<file path="config.mk">
export PLATFORM = sky130hd
export DESIGN_NAME = tsmp_decap_ctrl
export DESIGN_NICKNAME = d
export VERILOG_FILES = /design/src/rtl/tsmp_decap_ctrl_pkg.sv /design/src/rtl/tsmp_decap_ctrl_sat_cnt.sv /design/src/rtl/tsmp_decap_ctrl.sv
export SDC_FILE = /design/constraint.sdc
export NUM_CORES = 1
export LEC_CHECK = 0
export ABC_AREA = 1
export CORE_ASPECT_RATIO = 2
export CORE_MARGIN = 4
export CORE_UTILIZATION = 44
export DETAILED_ROUTE_END_ITERATION = 8
export PLACE_DENSITY_LB_ADDON = 0.08
export SLEW_MARGIN = 40
export SYNTH_ARGS = -nofsm -noshare
export SYNTH_HDL_FRONTEND = slang
export SYNTH_SLANG_ARGS = --single-unit
</file>
<file path="constraint.sdc">
create_clock -name i_clk -period 8.2 [get_ports i_clk]
set_input_delay 2.05 -clock i_clk [delete_from_list [all_inputs] [get_ports i_clk]]
set_output_delay 2.05 -clock i_clk [all_outputs]
set_load 0.01 [all_outputs]
</file>
<file path="src/rtl/tsmp_decap_ctrl_pkg.sv">
// Shared TSMP definitions: subtype codes, beat flags, switch packet types,
// metadata field positions, FSM states and the synthetic-tail beat.
// Used by both the decapsulation and encapsulation sides.
package tsmp_pkg;

   localparam int BEAT_W = 134;

   // TSMP head subtypes
   localparam logic [7:0] SUB_ARP  = 8'h00;
   localparam logic [7:0] SUB_NMAC = 8'h02;
   localparam logic [7:0] SUB_PTP  = 8'h05;

   // Beat flags carried in [133:132]
   localparam logic [1:0] FLAG_HEAD = 2'b01;
   localparam logic [1:0] FLAG_BODY = 2'b11;
   localparam logic [1:0] FLAG_TAIL = 2'b10;

   // Switch packet types written into the metadata beat
   localparam logic [2:0] PKT_ARP_ACK = 3'b110;
   localparam logic [2:0] PKT_NMAC    = 3'b101;
   localparam logic [2:0] PKT_PTP     = 3'b100;

   // Metadata beat layout
   localparam int          META_HDR_LO  = 128;
   localparam logic [5:0]  META_HDR     = 6'b010000;
   localparam int          TYPE_LO      = 125;
   localparam int          INJ_LO       = 120;
   localparam int          OUTPORT_LO   = 111;
   localparam int          LOOKUP_BIT   = 110;
   localparam int          META_VLD_BIT = 109;

   // Tail emitted when a frame is cut short
   localparam logic [BEAT_W-1:0] SYNTH_TAIL = {FLAG_TAIL, 132'b0};

   typedef enum logic [1:0] {
      IDLE_S  = 2'd0,
      TRANS_S = 2'd1,
      DROP_S  = 2'd2
   } state_e;

   // Assemble the switch metadata beat that replaces the TSMP head
   function automatic logic [BEAT_W-1:0] build_meta(input logic [2:0] pkt_type,
                                                    input logic [4:0] inj_addr,
                                                    input logic [8:0] outport,
                                                    input logic       lookup_en);
      logic [BEAT_W-1:0] m;
      m = '0;
      m[META_HDR_LO +: 6] = META_HDR;
      m[TYPE_LO     +: 3] = pkt_type;
      m[INJ_LO      +: 5] = inj_addr;
      m[OUTPORT_LO  +: 9] = outport;
      m[LOOKUP_BIT]       = lookup_en;
      m[META_VLD_BIT]     = 1'b1;
      return m;
   endfunction

endpackage

</file>
<file path="src/rtl/tsmp_decap_ctrl_sat_cnt.sv">
// Saturating statistics counter: holds at all-ones, clear wins over increment.
module tsmp_sat_cnt #(
   parameter int CNT_W = 16
) (
   input  logic             i_clk,
   input  logic             i_rst,
   input  logic             i_inc,
   input  logic             i_clr,
   output logic [CNT_W-1:0] ov_cnt
);

   logic [CNT_W-1:0] cnt_q;

   // Count events, stopping at the maximum value
   always_ff @(posedge i_clk or posedge i_rst) begin
      if (i_rst) begin
         cnt_q <= '0;
      end else if (i_clr) begin
         cnt_q <= '0;
      end else if (i_inc && (cnt_q != {CNT_W{1'b1}})) begin
         cnt_q <= cnt_q + CNT_W'(1);
      end
   end

   assign ov_cnt = cnt_q;

endmodule

</file>
<file path="src/rtl/tsmp_decap_ctrl.sv">
// TSMP decapsulator for the controller interactive path. Replaces the TSMP
// head with a switch metadata beat (ARP-ack / NMAC-config / PTP), forwards
// the body with one cycle of latency, discards unwanted frames whole, closes
// truncated or over-long frames with a synthetic tail and keeps statistics.
// Optional feature macro: TSMP_DECAP_TYPE_CNT_EN adds per-type frame counters.
module tsmp_decap_ctrl
   import tsmp_pkg::*;
#(
   parameter int         PORT_NUM      = 8,
   parameter int         MAX_FRAME_CYC = 128,
   parameter int         CNT_W         = 16,
   parameter logic [4:0] INJ_ADDR      = 5'd0
) (
   input  logic               i_clk,
   input  logic               i_rst,
   input  logic [133:0]       iv_data,
   input  logic               i_data_wr,
   input  logic [2:0]         iv_subtype_en,
   input  logic               i_cnt_clr,
   output logic [133:0]       ov_data,
   output logic               o_data_wr,
   output logic [CNT_W-1:0]   ov_drop_cnt,
`ifdef TSMP_DECAP_TYPE_CNT_EN
   output logic [CNT_W-1:0]   ov_arp_cnt,
   output logic [CNT_W-1:0]   ov_nmac_cnt,
   output logic [CNT_W-1:0]   ov_ptp_cnt,
`endif
   output logic [CNT_W-1:0]   ov_err_cnt
);

   localparam int               WD_W     = $clog2(MAX_FRAME_CYC) + 1;
   localparam logic [WD_W-1:0]  WD_LIM   = WD_W'(MAX_FRAME_CYC - 1);
   localparam logic [7:0]       PORT_LIM = 8'(PORT_NUM);

   state_e              state_q;
   logic [133:0]        data_q;
   logic                wr_q;
   logic [WD_W-1:0]     wd_q;

   logic                head_v;
   logic                tail_v;
   logic                wd_lim;
   logic                cls_ok;
   logic                cls_arp;
   logic                cls_nmac;
   logic                cls_ptp;
   logic [133:0]        cls_meta;
   logic                drop_inc;
   logic                err_inc;

   assign head_v = i_data_wr && (iv_data[133:132] == FLAG_HEAD);
   assign tail_v = i_data_wr && (iv_data[133:132] == FLAG_TAIL);
   assign wd_lim = (wd_q == WD_LIM);

   // Classify the incoming head against subtype codes, runtime enables and port range
   always_comb begin
      cls_arp  = 1'b0;
      cls_nmac = 1'b0;
      cls_ptp  = 1'b0;
      cls_meta = '0;
      case (iv_data[15:8])
         SUB_ARP: begin
            if (iv_subtype_en[0] && (iv_data[7:0] < PORT_LIM)) begin
               cls_arp  = 1'b1;
               cls_meta = build_meta(PKT_ARP_ACK, INJ_ADDR, 9'h001 << iv_data[7:0], 1'b0);
            end
         end
         SUB_NMAC: begin
            if (iv_subtype_en[1]) begin
               cls_nmac = 1'b1;
               cls_meta = build_meta(PKT_NMAC, INJ_ADDR, 9'h000, 1'b0);
            end
         end
         SUB_PTP: begin
            if (iv_subtype_en[2]) begin
               cls_ptp  = 1'b1;
               cls_meta = build_meta(PKT_PTP, INJ_ADDR, 9'h000, 1'b1);
            end
         end
         default: ;
      endcase
      cls_ok = cls_arp | cls_nmac | cls_ptp;
   end

   assign drop_inc = head_v && (state_q != TRANS_S) && !cls_ok;
   assign err_inc  = (state_q == TRANS_S) && i_data_wr && (head_v || (!tail_v && wd_lim));

   // Frame FSM with registered output beat and frame-length watchdog
   always_ff @(posedge i_clk or posedge i_rst) begin
      if (i_rst) begin
         state_q <= IDLE_S;
         data_q  <= '0;
         wr_q    <= 1'b0;
         wd_q    <= '0;
      end else begin
         data_q <= '0;
         wr_q   <= 1'b0;
         case (state_q)
            IDLE_S, DROP_S: begin
               if (head_v) begin
                  if (cls_ok) begin
                     data_q  <= cls_meta;
                     wr_q    <= 1'b1;
                     wd_q    <= WD_W'(1);
                     state_q <= TRANS_S;
                  end else begin
                     state_q <= DROP_S;
                  end
               end else if ((state_q == DROP_S) && tail_v) begin
                  state_q <= IDLE_S;
               end
            end
            TRANS_S: begin
               if (i_data_wr) begin
                  if (head_v) begin
                     // New head before a tail: close the open frame, discard the new one
                     data_q  <= SYNTH_TAIL;
                     wr_q    <= 1'b1;
                     wd_q    <= '0;
                     state_q <= DROP_S;
                  end else if (tail_v) begin
                     // A real tail is always honoured, even on the limit beat
                     data_q  <= iv_data;
                     wr_q    <= 1'b1;
                     wd_q    <= '0;
                     state_q <= IDLE_S;
                  end else if (wd_lim) begin
                     data_q  <= SYNTH_TAIL;
                     wr_q    <= 1'b1;
                     wd_q    <= '0;
                     state_q <= DROP_S;
                  end else begin
                     data_q  <= iv_data;
                     wr_q    <= 1'b1;
                     wd_q    <= wd_q + WD_W'(1);
                  end
               end
            end
            default: begin
               state_q <= IDLE_S;
               wd_q    <= '0;
            end
         endcase
      end
   end

   assign ov_data   = data_q;
   assign o_data_wr = wr_q;

   tsmp_sat_cnt #(.CNT_W(CNT_W)) u_drop_cnt (
      .i_clk  (i_clk),
      .i_rst  (i_rst),
      .i_inc  (drop_inc),
      .i_clr  (i_cnt_clr),
      .ov_cnt (ov_drop_cnt)
   );

   tsmp_sat_cnt #(.CNT_W(CNT_W)) u_err_cnt (
      .i_clk  (i_clk),
      .i_rst  (i_rst),
      .i_inc  (err_inc),
      .i_clr  (i_cnt_clr),
      .ov_cnt (ov_err_cnt)
   );

`ifdef TSMP_DECAP_TYPE_CNT_EN
   logic emit_ok;
   assign emit_ok = head_v && (state_q != TRANS_S);

   tsmp_sat_cnt #(.CNT_W(CNT_W)) u_arp_cnt (
      .i_clk  (i_clk),
      .i_rst  (i_rst),
      .i_inc  (emit_ok && cls_arp),
      .i_clr  (i_cnt_clr),
      .ov_cnt (ov_arp_cnt)
   );

   tsmp_sat_cnt #(.CNT_W(CNT_W)) u_nmac_cnt (
      .i_clk  (i_clk),
      .i_rst  (i_rst),
      .i_inc  (emit_ok && cls_nmac),
      .i_clr  (i_cnt_clr),
      .ov_cnt (ov_nmac_cnt)
   );

   tsmp_sat_cnt #(.CNT_W(CNT_W)) u_ptp_cnt (
      .i_clk  (i_clk),
      .i_rst  (i_rst),
      .i_inc  (emit_ok && cls_ptp),
      .i_clr  (i_cnt_clr),
      .ov_cnt (ov_ptp_cnt)
   );
`endif

endmodule
</file>
* After elaboration in Yosys (flattened, before gate mapping)
Cells that the tools add are included.
Storage, ports and cells: register bits 177, input bits 141, output and inout bits 167, word-level logic and storage cells 89
Cells by class: add/subtract/negate cells 3, $lt $le $gt $ge 1, eq/ne operators 15, shift-type cells 1, muxes and demuxes 40, bitwise logic cells 2, reduce and logical (&&, ||, !) cells 21
Operators with widths (count):
- $mux 134 | 6
- $mux 133 | 3
- $pmux 133 s3 | 1
- $pmux 134 s2 | 1
- $mux 16 | 4
- $mux 8 | 6
- $add 16x1->16 const B | 2
- $ne 16x16->1 const B | 2
- $pmux 8 s2 | 1
- $mux 2 | 7
- $logic_and 1x1->1 | 11
- $mux 1 | 9
- $shl 1x8->9 const A | 1
- $add 8x1->8 const B | 1
- $eq 8x2->1 const B | 1
- $eq 8x3->1 const B | 1
- $eq 8x7->1 const B | 1
- $logic_not 8->1 | 1
- $lt 8x4->1 const B | 1
- $ne 2x2->1 const B | 3
- $reduce_and 3->1 | 2
- $eq 2x1->1 const B | 2
- $eq 2x2->1 const B | 2
- $ne 4x4->1 const B | 1
- other kinds (10) | 13

* Logic depth before layout (Yosys ltp)
Gate-level depths: netlist of run 1.
word-level depth 11, mapped depth 10, mapped depth without buffers 10

* Cells and area by module
A second synthesis of run 1 with hierarchy kept.
Second synthesis, totals: cells, all modules 905, area total of the unflattened synthesis 7623.6 um^2
By module, submodules not included:
- tsmp_decap_ctrl | times used 1, cells each 583, area an instance 5461.5 um^2, sequential area each 3628.5 um^2
- tsmp_sat_cnt | times used 2, cells each 161, area an instance 1081.0 um^2, sequential area each 400.4 um^2

* Worst setup path before layout of run 1
Ideal clock, no wire load.
path type in2reg, start input port i_cnt_clr, end register u_err_cnt.cnt_q[3], in the netlist u_err_cnt.ov_cnt[3], library setup time 0.118 ns, arrival 3.064 ns, required time 8.082 ns, setup slack 5.018 ns, stages on the path 5, path buffers 2, path through clkbuf_8 > dlygate4sd3_1 > nor2_1 > nand2_2 > o21ai_2
On the way: longest elaborated chain between the ends 1, elaborated cells between the ends (all ways) 2, those cells by class 1 x mux; 1 x reduce/logical
RTL lines:
- from (decl) | line tsmp_decap_ctrl.sv:19 | input logic i_cnt_clr,
- $mux 16 / $reduce_bool 2->1 (equally long branches)
- to (signal assigned) | line tsmp_decap_ctrl_sat_cnt.sv:21 | cnt_q <= cnt_q + CNT_W'(1);
- to (decl) | line tsmp_decap_ctrl_sat_cnt.sv:12 | logic [CNT_W-1:0] cnt_q;
Several ways; a longest one is shown, not always the timed one. A chain may end at the register's enable or synchronous reset.

* Worst setup path in the final report of run 1
start input port i_data_wr, end register data_q[20], in the netlist ov_data[20]
On the way: longest elaborated chain between the ends 5, elaborated cells between the ends (all ways) 7, those cells by class 5 x mux; 2 x reduce/logical
RTL lines:
- from (decl) | line tsmp_decap_ctrl.sv:17 | input logic i_data_wr,
- $logic_and 1x1->1 | line tsmp_decap_ctrl.sv:52 | assign tail_v = i_data_wr && (iv_data[133:132] == FLAG_TAIL);
- $mux 134 | line tsmp_decap_ctrl.sv:121 | end else if (tail_v) begin
- $mux 134 | line tsmp_decap_ctrl.sv:115 | if (head_v) begin
- $mux 134 | line tsmp_decap_ctrl.sv:114 | if (i_data_wr) begin
- $pmux 134 s2 * | line tsmp_decap_ctrl.sv:98 | case (state_q)
- to (signal assigned) | line tsmp_decap_ctrl.sv:102 | data_q <= cls_meta;
- to (signal assigned) | line tsmp_decap_ctrl.sv:123 | data_q <= iv_data;
- to (signal assigned) | line tsmp_decap_ctrl.sv:133 | data_q <= iv_data;
- to (decl) | line tsmp_decap_ctrl.sv:36 | logic [133:0] data_q;
Every way passes the cells marked *; elsewhere a longest branch is shown, timed or not.

==> flow_metrics.tcl, run 1 <==
set metrics [dict create \
    status "finished clean" \
    syn_inst 878 \
    synth_edf_count 0 \
    clk_pin_slew_ps 70 \
    clock-sinks 177 \
    worstSetupEndpointType "flip-flop" \
    worstPathMaxFanout 68 \
    synth_top_area_share_pct 57.67 \
    core-area_um2 17190 \
    place_congestion 0.9305 \
    drt-total-wl_um 23200 \
    p_leak_nw 5.790 \
    cts_root_buffer "clkbuf_16" \
    drv_slew 0 \
    async_flop_share_pct 100.0 \
    rows 68 \
    slowest_delay_ps 600 \
    start_util_pct 44.69 \
    setup-violations-final 0 \
    dr.pass1.iters 4 \
    die_h_um 194.8 \
    clock_path_buffers 2 \
    worst_setup_path_start_kind "input port" \
    reg2reg_depth 9 \
    grt_pass1_wl_um 36290 \
    cap_viol_max_count 0 \
    final_util_pct 66.85 \
    die_w_um 101.4 \
    cts_setup_buffers 0 \
    finalCritPeriodShare_pct 54.33 \
    worst_ep_required_time_ps 8550 \
    cts.htree.levels 4 \
    synthTopCellsByArea "dfrtp_1, nor2_1, inv_1" \
    cts_buffers 17 \
    vias_per_cell 4.694 \
    antenna_found_initial 1 \
    p_int_w 0.001663 \
    startpoint "i_data_wr" \
    synthFlopType "dfrtp_1" \
    max_slew_margin_pct 53.69 \
    synth_largest_area_cell "dfrtp_1" \
    r2r_start "wd_q[0]" \
    finish.net_count 1327 \
    crit_family "buffers and inverters" \
    path_cells "clkdlybuf4s50_1 -> nand3_2 -> clkinv_1 -> o21ai_4 -> nor2_2 -> clkinv_4 -> buf_4 -> nor2_1" \
    first_global_vias 6919 \
    r2r_setup_slack_ps 5290 \
    grt.overflow.total 0 \
    cp_slowest_cell "clkdlybuf4s50_1" \
    fin_skew_ps 10.88 \
    place_hpwl_um 17940 \
    cp-endpoint "ov_data[20]" \
    yosys_register_bits 177 \
    drive_gt1_share_pct 6.689 \
    dr_total_vias 6605 \
    yosys-top-cells-count "dfrtp_1, nor2_1, inv_1, nand2_1, nand3_1" \
    max_freq_mhz 224.5 \
    synth.net_count 1022 \
    cp.depth 8 \
    pwr-share-comb_pct 18.9 \
    io_pins 308 \
    ctsHoldBuffers 0 \
    hold_viol 0 \
    power_frac_clock_pct 37.4 \
    avgSynthCellArea_um2 8.747 \
    clk_latency_ps 420 \
    die-area_um2 19760 \
    crit_type "in -> reg" \
    synthesis.area_um2 7680 \
    drtIter0Drc 198 \
    seq_power_share_pct 43.7 \
    r2r_end "ov_data[20]" \
    hold_ws_ps 555.3 \
    tightest_slew_ps 693.9 \
    place_area_um2 10860 \
    crit_buf_inv 4 \
    rsz0062_at_grt "false" \
    cts.repair.resized 0 \
    track_usage_pct 24.22 \
    yosys_warnings 0 \
    min_period_ps 4455 \
    area_growth_pct 49.59 \
    switching_share_pct 26.47 \
    arrival_ps 4800 \
    port_buffers 307 \
    drt-wirelength-per-cell_um 16.49 \
    drc 0 \
    fin_setup_tns_ps 0 \
    ys_seq_area_share_pct 57.67 \
    hp-class "reg -> reg" \
    design_area_um2 11490 \
    cts_tree "done" \
    power_density_nw_per_um2 196.9 \
    vdd.ir_drop.worst_mv 0.1789 \
    drtAntennaViolNets 0 \
    yosys.cell_types.count 37 \
    grt_max_degree 110 \
    yosysMostFrequentCell "dfrtp_1" \
    p_switching_w 0.0005989 \
]
-- registers in the layout, indices dropped and copies added (netlist names) --
signal,count
o_data_wr,1
ov_data,134
state_q,2
u_drop_cnt.ov_cnt,16
u_err_cnt.ov_cnt,16
wd_q,8
-- cell families (layout without fill, tap and decap cells) --
| kind of cell | Yosys count | in the layout | synth area share (%) |
|---|---|---|---|
| DFF | 177 | 177 | 57.67 |
| AOI/OAI and AO/OA | 28 | 28 | 2.281 |
| other | 0 | 1 | 0 |
| and+or+nand+nor | 450 | 450 | 26.23 |
| adders and majority gates | 3 | 3 | 0.4888 |
| buffers and inverters | 202 | 520 | 11.27 |
| xor gates and xnor gates | 18 | 18 | 2.053 |
-- worst min-delay path by stage --
stage                 start       to  slack [ps]  depth (start not counted)
global route        wd_q[6]  wd_q[6]         600                          2
finish              wd_q[1]  wd_q[1]         560                          2
global placement    wd_q[1]  wd_q[1]         540                          2
floorplan           wd_q[6]  wd_q[6]         490                          2
detailed placement  wd_q[1]  wd_q[1]         540                          2
CTS                 wd_q[1]  wd_q[1]         560                          2
-- stage by stage --
stage                     power, W  cells  worst slack [ps]
final                     0.002262   1407              3745
after global routing      0.002361   1407              3466
after CTS                 0.002290   1406              3690
after detailed placement  0.001438   1374              3235
after global placement    0.001433   1374              2903
after floorplan           0.001172    878              1348
-- routing by layer --
metal	vias to the layer above	global-route usage [%]	share of wire [%]
met5	-	0	0
met4	0	8.679	2.4
met3	36	10.45	9.9
met2	236	44.12	55
met1	3074	23.54	33
li1	3259	-	-
-- final cells by class --
type	count	area (um2)
Clock buffer	19	442.9
Tap cell	210	262.8
Fill cell	1434	5698
Antenna cell	1	2.502
Multi-Input combinational cell	499	2385
Timing Repair Buffer	310	3099
Clock inverter	13	176.4
Inverter	178	690.7
Sequential cell	177	4429
-- worst reg2reg max path: stages (launching register included) --
cell      delay (ps)
dfrtp_1          460
ha_1             280
nand2_2          100
nor2_4            50
nand3_4          100
o21ai_4          100
nor2_2           510
clkinv_4         570
buf_4            490
nor2_1           180
-- power groups by stage --
stage / sequential [W] / combinational [W] / clock (W)
after floorplan: 0.00104 / 0.000133 / 0
after global placement: 0.00100 / 0.000431 / 0
after detailed placement: 0.00100 / 0.000433 / 0
after CTS: 0.000989 / 0.000436 / 0.000865
after global routing: 0.000997 / 0.000464 / 0.000900
final: 0.000989 / 0.000428 / 0.000845
-- layout by cell type, fill, tap and decap left out, types with 4 or more instances in the layout --
cell type and instances:
o21ai_0 10, inv_1 170, nor2_1 176, nand2_1 139, clkbuf_16 17, nor2_2 5
clkdlybuf4s50_1 307, nand2_2 15, o21ai_1 7, nand3_2 4, clkinv_4 4, nand3_1 50
o21ai_2 5, inv_2 4, dfrtp_1 177, xor2_1 18, nand4_1 38, inv_6 4
nor3_1 13
Note: power is estimated with default switching activity, not from simulation.
==> run 2, diff against run 1 <==
- CORE_UTILIZATION: 44 -> 39
- clock period: 8.2 -> 4 ns (I/O delays scaled with it)
==> flow_metrics.tcl, run 2 (synthesized netlist as in run 1, its figures left out) <==
set metrics [dict create \
    status "finished clean" \
    io_pins 308 \
    holdCritStartpoint "wd_q[1]" \
    place_hpwl_um 18390 \
    drtIter0Drc 251 \
    die_w_um 107.2 \
    path_cells "clkdlybuf4s50_1 -> nand3_2 -> clkinv_1 -> o21ai_4 -> nor2_2 -> clkinv_2 -> buf_12 -> nor2_1" \
    area_growth_pct 50.73 \
    slowest_delay_ps 580 \
    antenna_found_initial 2 \
    r2r_start "wd_q[0]" \
    clock-sinks 177 \
    rsz0062_at_grt "false" \
    rows 72 \
    setup_ws_ps 1198 \
    final_common_cell "clkdlybuf4s50_1" \
    cp_slowest_cell "clkdlybuf4s50_1" \
    drive_gt1_share_pct 6.516 \
    finalPower_w 0.004649 \
    drv_slew 0 \
    crit_family "buffers and inverters" \
    dr.pass1.iters 4 \
    min_period_ps 2802 \
    p_leak_nw 5.808 \
    crit_type "in -> reg" \
    cts_setup_buffers 0 \
    die-area_um2 22140 \
    drc 0 \
    hold_viol 0 \
    design_area_um2 11580 \
    ctsHoldBuffers 0 \
    largest_reg_flops 134 \
    vias_per_cell 4.546 \
    max_freq_mhz 356.9 \
    cts.htree.levels 4 \
    cts_tree "done" \
    startpoint "i_data_wr" \
    clk_latency_ps 440 \
    max_slew_margin_pct 54.55 \
    port_buffers 307 \
    grt_pass1_wl_um 36280 \
    first_global_vias 6821 \
    dr_total_vias 6623 \
    core-area_um2 19370 \
    worst_setup_path_start_kind "input port" \
    clk_pin_slew_ps 60 \
    die_h_um 206.5 \
    vdd.ir_drop.worst_mv 0.3411 \
    worstPathMaxFanout 118 \
    finalCritPeriodShare_pct 70.04 \
    layout_common_cells "clkdlybuf4s50_1, dfrtp_1, nor2_1" \
    cap_viol_max_count 0 \
    hp-class "reg -> reg" \
    tightest_slew_ps 681.0 \
    setup-violations-final 0 \
    drt-wirelength-per-cell_um 16.15 \
    drt-total-wl_um 23530 \
    crit_buf_inv 4 \
    track_usage_pct 21.93 \
    cts_buffers 17 \
    cts_root_buffer "clkbuf_16" \
    place_congestion 0.8646 \
    final_util_pct 59.77 \
    place_area_um2 10960 \
    cts.repair.resized 0 \
    grt_max_degree 119 \
    drtAntennaViolNets 0 \
    finish.net_count 1329 \
    dp_slack_ps 748.5 \
    grt.overflow.total 0 \
    fin_skew_ps 7.176 \
    worst_ep_required_time_ps 4360 \
    arrival_ps 3160 \
    power_density_nw_per_um2 401.6 \
    worstSetupEndpointType "flip-flop" \
    fin_setup_tns_ps 0 \
    clock_path_buffers 2 \
    start_util_pct 39.65 \
]
run 2: cell types whose count changed in the layout (fill, tap and decap cells not counted), moves of 2 or more:
| cell | previous run | this run |
|---|---|---|
| buf_12 | 0 | 3 |
| clkinv_2 | 0 | 3 |
| clkbuf_1 | 1 | 4 |
| clkinv_4 | 4 | 1 |
| inv_6 | 4 | 2 |
run 2: worst paths after layout:
path	end	depth (start not counted)	slack, ps
max	ov_data[61]	8	1200
min in group asynchronous	ov_data[48]	2	960
min reg2reg	wd_q[1]	2	540
max reg2reg	ov_data[61]	9	1690
max in group asynchronous	u_drop_cnt.ov_cnt[15]	3	2250
min	wd_q[1]	2	540
run 2: power breakdown:
part,total (W),internal [W],switching (W)
clock network,0.00174,0.00106,0.000682
registers,0.00202,0.00195,0.0000733
logic,0.000884,0.000454,0.000430
run 2: worst register-to-register path: cells and delay by family, from the launching register on:
family / cells / cell delay, ps
AND/OR/NAND/NOR: 5 / 1000
AO/OA/AOI/OAI: 1 / 100
flip-flops: 1 / 460
adder cells (fa/ha/maj): 1 / 280
buffers and inverters: 2 / 400
run 2: metal layers:
layer	global-route usage [%]	part of all wire, %	routed length, um	vias up
li1	-	-	-	3260
met5	0	0.077	18	-
met2	39.81	55	12890	220
met4	9.374	3.3	775	2
met3	9.909	10	2363	43
met1	20.97	32	7474	3098
run 2: stage by stage:
stage | cells | hold WS, ps
floorplan | 878 | 492.4
global placement | 1425 | 515.9
detailed placement | 1425 | 524.1
CTS | 1456 | 540.0
global route | 1457 | 563.5
finish | 1457 | 539.9
run 2: final cells by class:
type                       instances  area (um2)
multi-input combinational        499        2385
antenna                            1       2.502
inverter                         178       678.2
timing repair buffer             312        3148
clock inverter                     9       155.1
sequential                       177        4429
tap                              259       324.1
clock buffer                      22       454.2
fill                            1731        7792
==> run 3, diff against run 2 <==
- clock period: 4 -> 2.5 ns (I/O delays scaled with it)
==> flow_metrics.tcl, run 3 (synthesized netlist as in run 1, its figures left out) <==
set metrics [dict create \
    pwr-share-comb_pct 19.6 \
    die_w_um 107.2 \
    cap_viol_max_count 0 \
    hold_viol 0 \
    setup-violations-final 0 \
    first_global_vias 6931 \
    hp-class "reg -> reg" \
    clock-sinks 177 \
    holdPathStages 2 \
    cts.repair.resized 0 \
    area_growth_pct 53.67 \
    slowest_delay_ps 590 \
    fin_cells 1475 \
    clock_path_buffers 2 \
    drc 0 \
    die_h_um 206.5 \
    power_density_nw_per_um2 641.6 \
    dr_total_vias 6616 \
    drt-wirelength-per-cell_um 15.90 \
    seq_power_share_pct 42.8 \
    max_freq_mhz 471.2 \
    dp_cells 1443 \
    cts_root_buffer "clkbuf_16" \
    rsz0062_at_grt "false" \
    worst_ep_required_time_ps 1880 \
    finish.net_count 1347 \
    finalCritPeriodShare_pct 84.88 \
    arrival_ps 1500 \
    fillCellCount 1738 \
    drt-total-wl_um 23460 \
    cp_slowest_cell "clkdlybuf4s50_1" \
    tightest_slew_ps 465.4 \
    vdd.ir_drop.worst_mv 0.5708 \
    core-area_um2 19370 \
    worstSetupEndpointType "primary output" \
    drtAntennaViolNets 0 \
    clk_latency_ps 430 \
    antenna_found_initial 1 \
    cts_tree "done" \
    path_cells "clkdlybuf4s50_1" \
    drive_gt1_share_pct 7.901 \
    crit_family "buffers and inverters" \
    start_util_pct 39.65 \
    p_switching_w 0.001901 \
    switching_share_pct 25.11 \
    cp.depth 1 \
    cts_buffers 17 \
    cts_setup_buffers 0 \
    dr.pass1.iters 5 \
    drv_slew 0 \
    die-area_um2 22140 \
    track_usage_pct 21.85 \
    crit_buf_inv 1 \
    drtIter0Drc 205 \
    p_int_w 0.005671 \
    finalPower_w 0.007572 \
    port_buffers 307 \
    io_pins 308 \
    grt.overflow.total 0 \
    min_period_ps 2122 \
    layout_common_cells "clkdlybuf4s50_1, dfrtp_1, nor2_1" \
    p_leak_nw 5.927 \
    worstPathMaxFanout 6 \
    vias_per_cell 4.485 \
    dp_slack_ps 77.65 \
    fin_skew_ps 8.747 \
    grt_pass1_wl_um 36350 \
    grt_max_degree 65 \
    ctsHoldBuffers 0 \
    worst_setup_path_start_kind "flip-flop" \
    crit_type "reg -> out" \
    clk_pin_slew_ps 70 \
    place_congestion 0.8085 \
    cts.htree.levels 4 \
    max_slew_margin_pct 68.74 \
    power_frac_clock_pct 37.6 \
    largest_reg_flops 134 \
    status "finished clean" \
    setup_ws_ps 378.0 \
    final_common_cell "clkdlybuf4s50_1" \
    reg2reg_depth 10 \
    rows 72 \
    place_hpwl_um 18710 \
]
-- run 3: cell count changes in the layout (fill, tap and decap cells not counted) --
cell	delta
buf_4	+12
buf_12	+6
bufinv_16	+1
clkbuf_8	-1
clkinv_4	-1
clkinvlp_4	+1
-- run 3: layout make-up --
class                   instances  area, um2  area share, %
clock buffers                  21      440.4          3.732
multi-input cells             499       2385          20.21
flip-flops and latches        177       4429          37.53
inverters                     178      678.2          5.746
well taps                     259      324.1          2.746
clock inverters                10      183.9          1.559
diodes                          1      2.502        0.02120
repair buffers                330       3358          28.46
-- run 3: worst paths after layout --
path	start	end	slack, ps
min in group asynchronous	i_rst	ov_data[1]	690
hold / removal	wd_q[1]	wd_q[1]	540
max in group asynchronous	i_rst	ov_data[92]	1500
hold reg to reg	wd_q[1]	wd_q[1]	540
setup / recovery	u_err_cnt.ov_cnt[10]	ov_err_cnt[10]	380
setup reg to reg	wd_q[0]	u_err_cnt.ov_cnt[8]	470
-- run 3: layer usage --
layer  vias up  track usage (%)  share of wire [%]
met5         -                0                  0
met4         0            7.499                2.5
met3        30            9.503                9.1
met2       216            40.99                 55
met1      3076            20.73                 33
li1       3294                -                  -
-- run 3: power groups by stage --
stage | registers (W) | clock network (W) | logic, W
6_report | 0.00324 | 0.00285 | 0.00149
5_1_grt | 0.00326 | 0.00305 | 0.00161
4_1_cts | 0.00324 | 0.00292 | 0.00152
3_5_place_dp | 0.00329 | 0 | 0.00151
3_3_place_gp | 0.00328 | 0 | 0.00151
2_1_floorplan | 0.00341 | 0 | 0.000437
-- run 3: tightest hold or removal path, delay by kind of cell (launching register included) --
| family | cells | cell delay (ps) |
|---|---|---|
| and+or+nand+nor | 2 | 130 |
| DFF | 1 | 380 |
-- run 3: stage by stage --
stage	setup TNS (ps)	hold slack (ps)	util [%]	cell area, um2
finish	0	538.5	60.93	11800
CTS	0	543.1	60.92	11800
detailed placement	0	526.0	57.69	11170
global placement	0	521.0	57.69	11170
global route	0	575.1	60.93	11800
floorplan	-69320	492.4	-	7684
